File: src/rtl/pipelined_add_sub.sv
// pipelined_add_sub: two's-complement adder/subtractor built as STAGES registered, carry-chained
//   SLICE-bit ripple slices (SLICE = WIDTH/STAGES). The add or subtract presented while in_ready=1
//   appears STAGES clock edges later.
// Backpressure: a single global advance (adv = ~out_valid | out_ready) moves or holds every stage
//   together. in_ready = adv. A full pipe with out_ready=0 stalls without dropping an operation.
//
// Ports:
//   clk, rst            rising-edge clock, synchronous active-high reset
//   A, B [WIDTH]        operands
//   Cin                 carry-in, used only when Sub=0
//   Sub                 1: A-B, 0: A+B+Cin
//   in_valid/in_ready   operand handshake
//   Sum [WIDTH], Cout   result; Cout is the carry-out, or no-borrow when subtracting
//   out_valid/out_ready result handshake
//   V                   signed overflow, present only when OVERFLOW_FLAG_EN is defined
//
// Optional feature macro: OVERFLOW_FLAG_EN adds output V, which is registered alongside Sum.
module pipelined_add_sub #(
  parameter int WIDTH  = 8,
  parameter int STAGES = 2
) (
  input  logic             clk,
  input  logic             rst,
  input  logic [WIDTH-1:0] A,
  input  logic [WIDTH-1:0] B,
  input  logic             Cin,
  input  logic             Sub,
  input  logic             in_valid,
  output logic             in_ready,
  output logic [WIDTH-1:0] Sum,
  output logic             Cout,
  output logic             out_valid,
  input  logic             out_ready
`ifdef OVERFLOW_FLAG_EN
  ,
  output logic             V
`endif
);

  localparam int SLICE = WIDTH / STAGES;
  localparam int LAST  = STAGES - 1;

  logic adv;

  // Stage registers. a_q/b_q carry the operands forward so that later stages can reach their
  // slices. s_q accumulates the result slices that have been computed so far.
  logic [WIDTH-1:0] a_q   [STAGES];
  logic [WIDTH-1:0] b_q   [STAGES];
  logic [WIDTH-1:0] s_q   [STAGES];
  logic             c_q   [STAGES];
  logic             vld_q [STAGES];

  // Per-stage inputs: stage 0 takes the prepared operands, and stage k takes the register of
  // stage k-1.
  logic [WIDTH-1:0] a_src   [STAGES];
  logic [WIDTH-1:0] b_src   [STAGES];
  logic [WIDTH-1:0] s_src   [STAGES];
  logic             c_src   [STAGES];
  logic             vld_src [STAGES];

  logic [SLICE:0]   slice_sum [STAGES];
  logic [WIDTH-1:0] s_d       [STAGES];
  logic             c_d       [STAGES];

  assign adv       = ~vld_q[LAST] | out_ready;
  assign in_ready  = adv;
  assign out_valid = vld_q[LAST];
  assign Sum       = s_q[LAST];
  assign Cout      = c_q[LAST];

  // When subtracting, the operand prep computes A + ~B + 1. In that case, Cin has no effect.
  always_comb begin
    a_src[0]   = A;
    b_src[0]   = Sub ? ~B : B;
    c_src[0]   = Sub ? 1'b1 : Cin;
    s_src[0]   = '0;
    vld_src[0] = in_valid;
    for (int k = 1; k < STAGES; k++) begin
      a_src[k]   = a_q[k-1];
      b_src[k]   = b_q[k-1];
      s_src[k]   = s_q[k-1];
      c_src[k]   = c_q[k-1];
      vld_src[k] = vld_q[k-1];
    end
  end

  // Each slice is added at SLICE+1 bits, so its carry-out is the top bit of that sum.
  always_comb begin
    for (int k = 0; k < STAGES; k++) begin
      slice_sum[k] = {1'b0, a_src[k][k*SLICE +: SLICE]}
                   + {1'b0, b_src[k][k*SLICE +: SLICE]}
                   + {{SLICE{1'b0}}, c_src[k]};
      s_d[k] = s_src[k];
      s_d[k][k*SLICE +: SLICE] = slice_sum[k][SLICE-1:0];
      c_d[k] = slice_sum[k][SLICE];
    end
  end

  // A bubble moves only its valid bit. The data registers keep their old contents, so Sum and
  // Cout hold their last value while out_valid=0.
  always_ff @(posedge clk) begin
    if (rst) begin
      for (int k = 0; k < STAGES; k++) begin
        vld_q[k] <= 1'b0;
        a_q[k]   <= '0;
        b_q[k]   <= '0;
        s_q[k]   <= '0;
        c_q[k]   <= 1'b0;
      end
    end else if (adv) begin
      for (int k = 0; k < STAGES; k++) begin
        vld_q[k] <= vld_src[k];
        if (vld_src[k]) begin
          a_q[k] <= a_src[k];
          b_q[k] <= b_src[k];
          s_q[k] <= s_d[k];
          c_q[k] <= c_d[k];
        end
      end
    end
  end

`ifdef OVERFLOW_FLAG_EN
  // The carry into the MSB is recovered from the MSB operand bits and the MSB sum bit.
  // Overflow is that carry XOR the final carry-out.
  logic msb_cin;
  logic ovf_d;
  logic ovf_q;

  assign msb_cin = a_src[LAST][WIDTH-1] ^ b_src[LAST][WIDTH-1] ^ s_d[LAST][WIDTH-1];
  assign ovf_d   = msb_cin ^ c_d[LAST];
  assign V       = ovf_q;

  always_ff @(posedge clk) begin
    if (rst) begin
      ovf_q <= 1'b0;
    end else if (adv && vld_src[LAST]) begin
      ovf_q <= ovf_d;
    end
  end
`endif

endmodule

File: config.mk
export PLATFORM = sky130hd
export DESIGN_NAME = pipelined_add_sub
export DESIGN_NICKNAME = d
export VERILOG_FILES = /design/src/rtl/pipelined_add_sub.sv
export SDC_FILE = /design/constraint.sdc
export NUM_CORES = 1
export LEC_CHECK = 0
export CORE_MARGIN = 8
export CORE_UTILIZATION = 40
export CTS_CLUSTER_DIAMETER = 200
export CTS_CLUSTER_SIZE = 14
export DETAILED_ROUTE_END_ITERATION = 16
export PLACE_DENSITY = 0.66
export RECOVER_POWER = 50
export SYNTH_ARGS = -nofsm -noshare
export SYNTH_HDL_FRONTEND = slang
export SYNTH_SLANG_ARGS = --single-unit
File: constraint.sdc
create_clock -name clk -period 2.9 [get_ports clk]
set_clock_uncertainty 0.2 [all_clocks]
set_input_delay 0.29 -clock clk [delete_from_list [all_inputs] [get_ports clk]]
set_output_delay 0.29 -clock clk [all_outputs]
set_load 0.02 [all_outputs]
==> results of run 1 <==
[through the flow]
step | cell area (um2) | power [mW] | utilization, % | hold WS (ns)
after floorplan | 1340 | 0.573 | - | 0.288
after global placement | 1680 | 0.643 | 51.3 | 0.323
after detailed placement | 1680 | 0.646 | 51.3 | 0.330
after CTS | 1710 | 0.785 | 52.1 | 0.360
after global routing | 1670 | 0.813 | 50.8 | 0.378
final | 1670 | 0.768 | 50.8 | 0.353
[area by class of cell]
| type | count | share of cell area [%] |
|---|---|---|
| clock buffer | 3 | 1.35 |
| multi-input combinational | 65 | 31.0 |
| inverter | 5 | 1.13 |
| tap | 46 | 3.45 |
| clock inverter | 1 | 0.225 |
| timing repair buffer | 33 | 19.7 |
| sequential | 24 | 43.2 |
[state kept, by name (all words and copies together), names as in the netlist]
name	flops
vld_q	2
c_q	2
s_q	12
b_q	4
a_q	4
[logic make-up after synthesis]
family,Yosys count,synth area share (%)
DFF,24,53.9
and+or+nand+nor,36,17.9
AOI/OAI and AO/OA,10,6.45
buffers and inverters,9,4.30
xor gates and xnor gates,9,5.89
adders and majority gates,10,11.6
[cells in the final DEF, fill, tap and decap left out, types with 2 or more instances in the layout]
| cell | n |
|---|---|
| clkdlybuf4s50_1 | 31 |
| edfxtp_1 | 24 |
| nor2_1 | 7 |
| ha_1 | 6 |
| inv_1 | 5 |
| and2_0 | 5 |
| xnor2_1 | 5 |
| xor2_1 | 4 |
| nand2_1 | 4 |
| a21oi_1 | 4 |
| fa_1 | 4 |
| and2_4 | 3 |
| and2_2 | 3 |
| clkbuf_4 | 3 |
| nand2b_1 | 2 |
| nand3_1 | 2 |
| a21boi_0 | 2 |
| and3b_1 | 2 |
| nor3_2 | 2 |
| nor2b_1 | 2 |
| and3_1 | 2 |
[worst max-delay path, cell delays in order]
cell and delay, ns:
clkdlybuf4s50_1 0.46, or2_2 0.32, fa_1 0.40, fa_1 0.41
a21o_1 0.19, a21oi_1 0.14, nor2_1 0.05
[power groups by stage]
stage	clock, mW	sequential, mW	combinational [mW]
2_1_floorplan	0	0.462	0.111
3_3_place_gp	0	0.443	0.200
3_5_place_dp	0	0.444	0.202
4_1_cts	0.146	0.436	0.203
5_1_grt	0.162	0.438	0.213
6_report	0.146	0.434	0.188
[how the worst max path moves through the flow]
stage / slack (ns) / depth (start not counted) / endpoint
floorplan: 0.53 / 7 / c_q[0][0]$_SDFFCE_PN0P_
global placement: 0.16 / 7 / c_q[0][0]$_SDFFCE_PN0P_
detailed placement: 0.14 / 7 / c_q[0][0]$_SDFFCE_PN0P_
CTS: 0.48 / 7 / c_q[0][0]$_SDFFCE_PN0P_
global route: 0.40 / 7 / c_q[0][0]$_SDFFCE_PN0P_
finish: 0.48 / 7 / c_q[0][0]$_SDFFCE_PN0P_
[layer usage]
layer	part of all wire [%]	vias to the layer above	global-route usage (%)	wire length (um)
li1	-	404	-	-
met1	47	335	8.82	897
met2	43	27	12.3	809
met3	6.7	4	1.91	127
met4	2.9	0	5.99	55
met5	0	-	0	0
==> flow_summary.toml, run 1 <==
[timing]
fmax_mhz = 413
rsz0062_at_grt = "no"
drv_slew = 0
hold_violations = 0
max_slew_margin_pct = 40.8
max_slew.worst_pin.slew_ns = 0.884
timing.final.crit_share_pct = 83.5
worst_slack_ns = 0.477
setup_violations = 0
tns_ns = 0
period_needed_ns = 2.42

[floorplanning]
start_util_pct = 40.7
die_x_um = 73.8
core_area_um2 = 3280
ioPinCount = 33
die_h_um = 73.8
die_area_um2 = 5450
rows = 21

[worst_setup_path]
worstPathRequired_ns = 2.75
reg2reg_depth = 6
crit_fanout = 3
critPathArrivalTime_ns = 2.27
crit_path_end_kind = "register"
reg2reg_from = "c_q[0][0]$_SDFFCE_PN0P_"
crit_type = "input port to register"
r2r_end = "c_q[0][1]$_SDFFCE_PN0P_"
crit_path_start_kind = "input port"
rrSetupSlack_ns = 1.02
crit_start = "Sub"

[grt]
grt_pass1_vias = 799
grt_pass1_wl_um = 3260
grt.overflow.total = 0
antenna_found_initial = 0
grt_max_degree = 14
grt.total_usage_pct = 7.79

[layout]
final_nets = 164
layoutNonFillerInstCount = 177
synthToLayoutAreaGrowth_pct = 24.7
multi_input_area_um2 = 517
seq_area_um2 = 721
final_layout_size_suffix_gt1_share_pct = 9.92
fillerInstances = 309
diodes = 0

[power_and_ir_drop]
ir_drop_v = 0.000143
p_per_area_nw_per_um2 = 460
p_leak_nw = 0.650
p_int_mw = 0.574
pwr-share-seq_pct = 56.5
combPwrFrac_pct = 24.5
swShare_pct = 25.2
power_switching_mw = 0.193
clkPwrFrac_pct = 19.0

[yosys]
syn-cell-area_um2 = 1340
yosysTopAreaCell = "edfxtp_1"
synth_most_common_cell = "edfxtp_1"
yosys_warnings = 0
ys.flop_type = "edfxtp_1"
synth_seq_area_share_pct = 53.9
netlist_instances = 98
synth.distinct_cells = 27
synth_top_area_share_pct = 53.9
ys_seq_elements = 24
synth_nets = 130
synth_edf_count = 24
synth_common_cells = "24 x edfxtp_1, 10 x and2_4, 7 x nor2_1"
avgSynthCellArea_um2 = 13.6
synthArstFlopShare_pct = 0
synthTopCellsByArea = "edfxtp_1 54%, and2_4 6.5%, fa_1 6.0%"

[clock_tree]
cts_hold_buf = 0
h-tree-depth = 1
clock-sinks = 24
cts_buffers = 3
cts_resized = 0
cts_setup_buffers = 0
clk_path_buf_depth = 2
cts-root-buf = "clkbuf_4"
cts_tree = "done"
clock_latency_ns = 0.31
clk_pin_slew_ns = 0.13

[route]
wl_um = 1890
ant_nets = 0
viasPerCell = 4.35
wl_per_cell_um = 10.7
drt-pass1-iter-count = 2
drt_iter0_drc = 30
drc = 0
vias = 770

[min_path]
hp-start = "s_q[0][2]$_SDFFCE_PN0P_"
min_delay_path_depth = 1
hp-class = "register to register"
holdPathEnd = "s_q[0][10]$_SDFFCE_PN0P_"

[placement]
dpl.hpwl_um = 1570
preCtsSetupSlack_ns = 0.137
gp_congestion = 0.764
portBuffers = 32
placed_cells = 173

[outcome]
status = "finished clean"

[job]
maxCapViolations = 0
Power figures use the tool's default switching activity.
==> run 2: changes to the inputs <==
clock period = 2.3 ns   (was 2.9 ns; I/O delays follow)
==> flow_summary.toml, run 2 (same netlist as run 1, synthesis figures left out) <==
[worst_setup_path]
rrSetupSlack_ns = 0.40
crit_type = "input port to register"
cp_cell_sequence = "clkdlybuf4s50_1 > or2_2 > fa_2 > fa_2 > a21o_1 > a21oi_1 > nor2_1"
crit_fanout = 3
crit_path_end_kind = "register"
worstPathRequired_ns = 2.17
max_stage_delay_ns = 0.46
crit_path_start_kind = "input port"
slowest_stage = "clkdlybuf4s50_1"
crit_top_cell = "fa_2"
critPathArrivalTime_ns = 2.09

[layout]
reg_top3 = "s_q: 12 flops, a_q: 4 flops, b_q: 4 flops"
largest_reg_flops = 12
synthToLayoutAreaGrowth_pct = 26.7
final_nets = 165
top_register = "s_q"
mostFrequentLayoutCell = "clkdlybuf4s50_1"
diodes = 0
final_layout_size_suffix_gt1_share_pct = 12.9
final_cell_mix = "32 x clkdlybuf4s50_1, 24 x edfxtp_1, 7 x nor2_1, 6 x ha_1"
layoutNonFillerInstCount = 178

[clock_tree]
clock_latency_ns = 0.31
cts_hold_buf = 0
cts-root-buf = "clkbuf_4"
clk_pin_slew_ns = 0.12
cts_buffers = 3
clk_path_buf_depth = 2
clock-sinks = 24
h-tree-depth = 1
cts_tree = "done"

[floorplanning]
ioPinCount = 33
core_area_um2 = 3280
start_util_pct = 40.7
die_h_um = 73.8
die_x_um = 73.8
rows = 21
die_area_um2 = 5450

[grt]
grt_pass1_wl_um = 3460
grt.overflow.total = 0
antenna_found_initial = 0
grt_pass1_vias = 828
grt.total_usage_pct = 8.22
grt_max_degree = 14

[power_and_ir_drop]
clkPwrFrac_pct = 19.0
power_switching_mw = 0.252
p_leak_nw = 0.655
ir_drop_v = 0.000173
power.total_mw = 0.982
swShare_pct = 25.7
pwr-share-seq_pct = 55.8
p_per_area_nw_per_um2 = 580
p_int_mw = 0.730
combPwrFrac_pct = 25.2

[placement]
dpl.hpwl_um = 1630
preCtsSetupSlack_ns = -0.334
gp_congestion = 0.760
portBuffers = 32
placed_cells = 174

[timing]
setup_violations = 0
max_slew.worst_pin.slew_ns = 0.521
fmax_mhz = 449
hold_ws_ns = 0.341
drv_slew = 0
worst_slack_ns = 0.0753
hold_violations = 0
max_slew_margin_pct = 65.2
rsz0062_at_grt = "no"
period_needed_ns = 2.22
tns_ns = 0
timing.final.crit_share_pct = 96.7

[route]
viasPerCell = 4.40
drc = 0
vias = 784
wl_per_cell_um = 11.1
ant_nets = 0
wl_um = 1980
drt_iter0_drc = 58
drt-pass1-iter-count = 4

[job]
maxCapViolations = 0

[outcome]
status = "finished clean"

[min_path]
hp-class = "register to register"
-- run 2: path summary, 6_finish.rpt --
path                                               from                       to  depth (start not counted)
worst min register to register  s_q[0][0]$_SDFFCE_PN0P_  s_q[0][8]$_SDFFCE_PN0P_                          1
worst min-delay path            s_q[0][0]$_SDFFCE_PN0P_  s_q[0][8]$_SDFFCE_PN0P_                          1
worst max-delay path                                Sub  c_q[0][0]$_SDFFCE_PN0P_                          7
worst max register to register  c_q[0][0]$_SDFFCE_PN0P_  c_q[0][1]$_SDFFCE_PN0P_                          6
-- run 2: what timing repair did --
action	in CTS	in global routing
setup endpoints to repair	0	1
setup buffers	0	0
resized for setup	0	1
-- run 2: power groups by stage --
stage	Sequential (mW)	Clock (mW)	Combinational [mW]
detailed placement	0.560	0	0.261
floorplan	0.583	0	0.140
global route	0.553	0.205	0.279
global placement	0.559	0	0.255
CTS	0.550	0.188	0.262
finish	0.548	0.187	0.247
-- run 2: area by class of cell --
class                      instances  area (um2)
clock buffer                       3        22.5
clock inverter                     1        3.75
multi-input combinational         65         536
tap                               46        57.6
sequential                        24         721
timing repair buffer              34         335
inverter                           5        18.8
fill                             306        1590
-- run 2: through the flow --
stage / instance area (um2) / utilization (%)
after global placement: 1690 / 51.6
after detailed placement: 1690 / 51.6
final: 1690 / 51.6
after floorplan: 1340 / -
after global routing: 1690 / 51.6
after CTS: 1720 / 52.4
-- run 2: per-layer routing --
metal	up-vias	global-route usage [%]	part of all wire (%)
li1	405	-	-
met1	348	9.06	43
met2	27	13.6	48
met3	4	1.77	6.1
met4	0	5.99	2.6
met5	-	0	0
-- run 2: critical path, delay by kind of cell --
family | cells | cell delay (ns)
AND/OR/NAND/NOR | 2 | 0.38
buffers and inverters | 1 | 0.46
adder cells (fa/ha/maj) | 2 | 0.70
AO/OA/AOI/OAI | 2 | 0.31
==> run 3: changes to the inputs <==
clock period = 2.77 ns   (was 2.3 ns; I/O delays follow)
==> results of run 3 <==
The final DEF is identical to that of run 1. Status: finished clean.
Among the figures that moved: setup slack after placement 0.137 ns -> 0.0204 ns; setup slack after layout 0.477 ns -> 0.360 ns; register-to-register setup slack 1.02 ns -> 0.89 ns; total power 0.768 mW -> 0.804 mW; worst IR drop on VDD 0.000143 V -> 0.000150 V
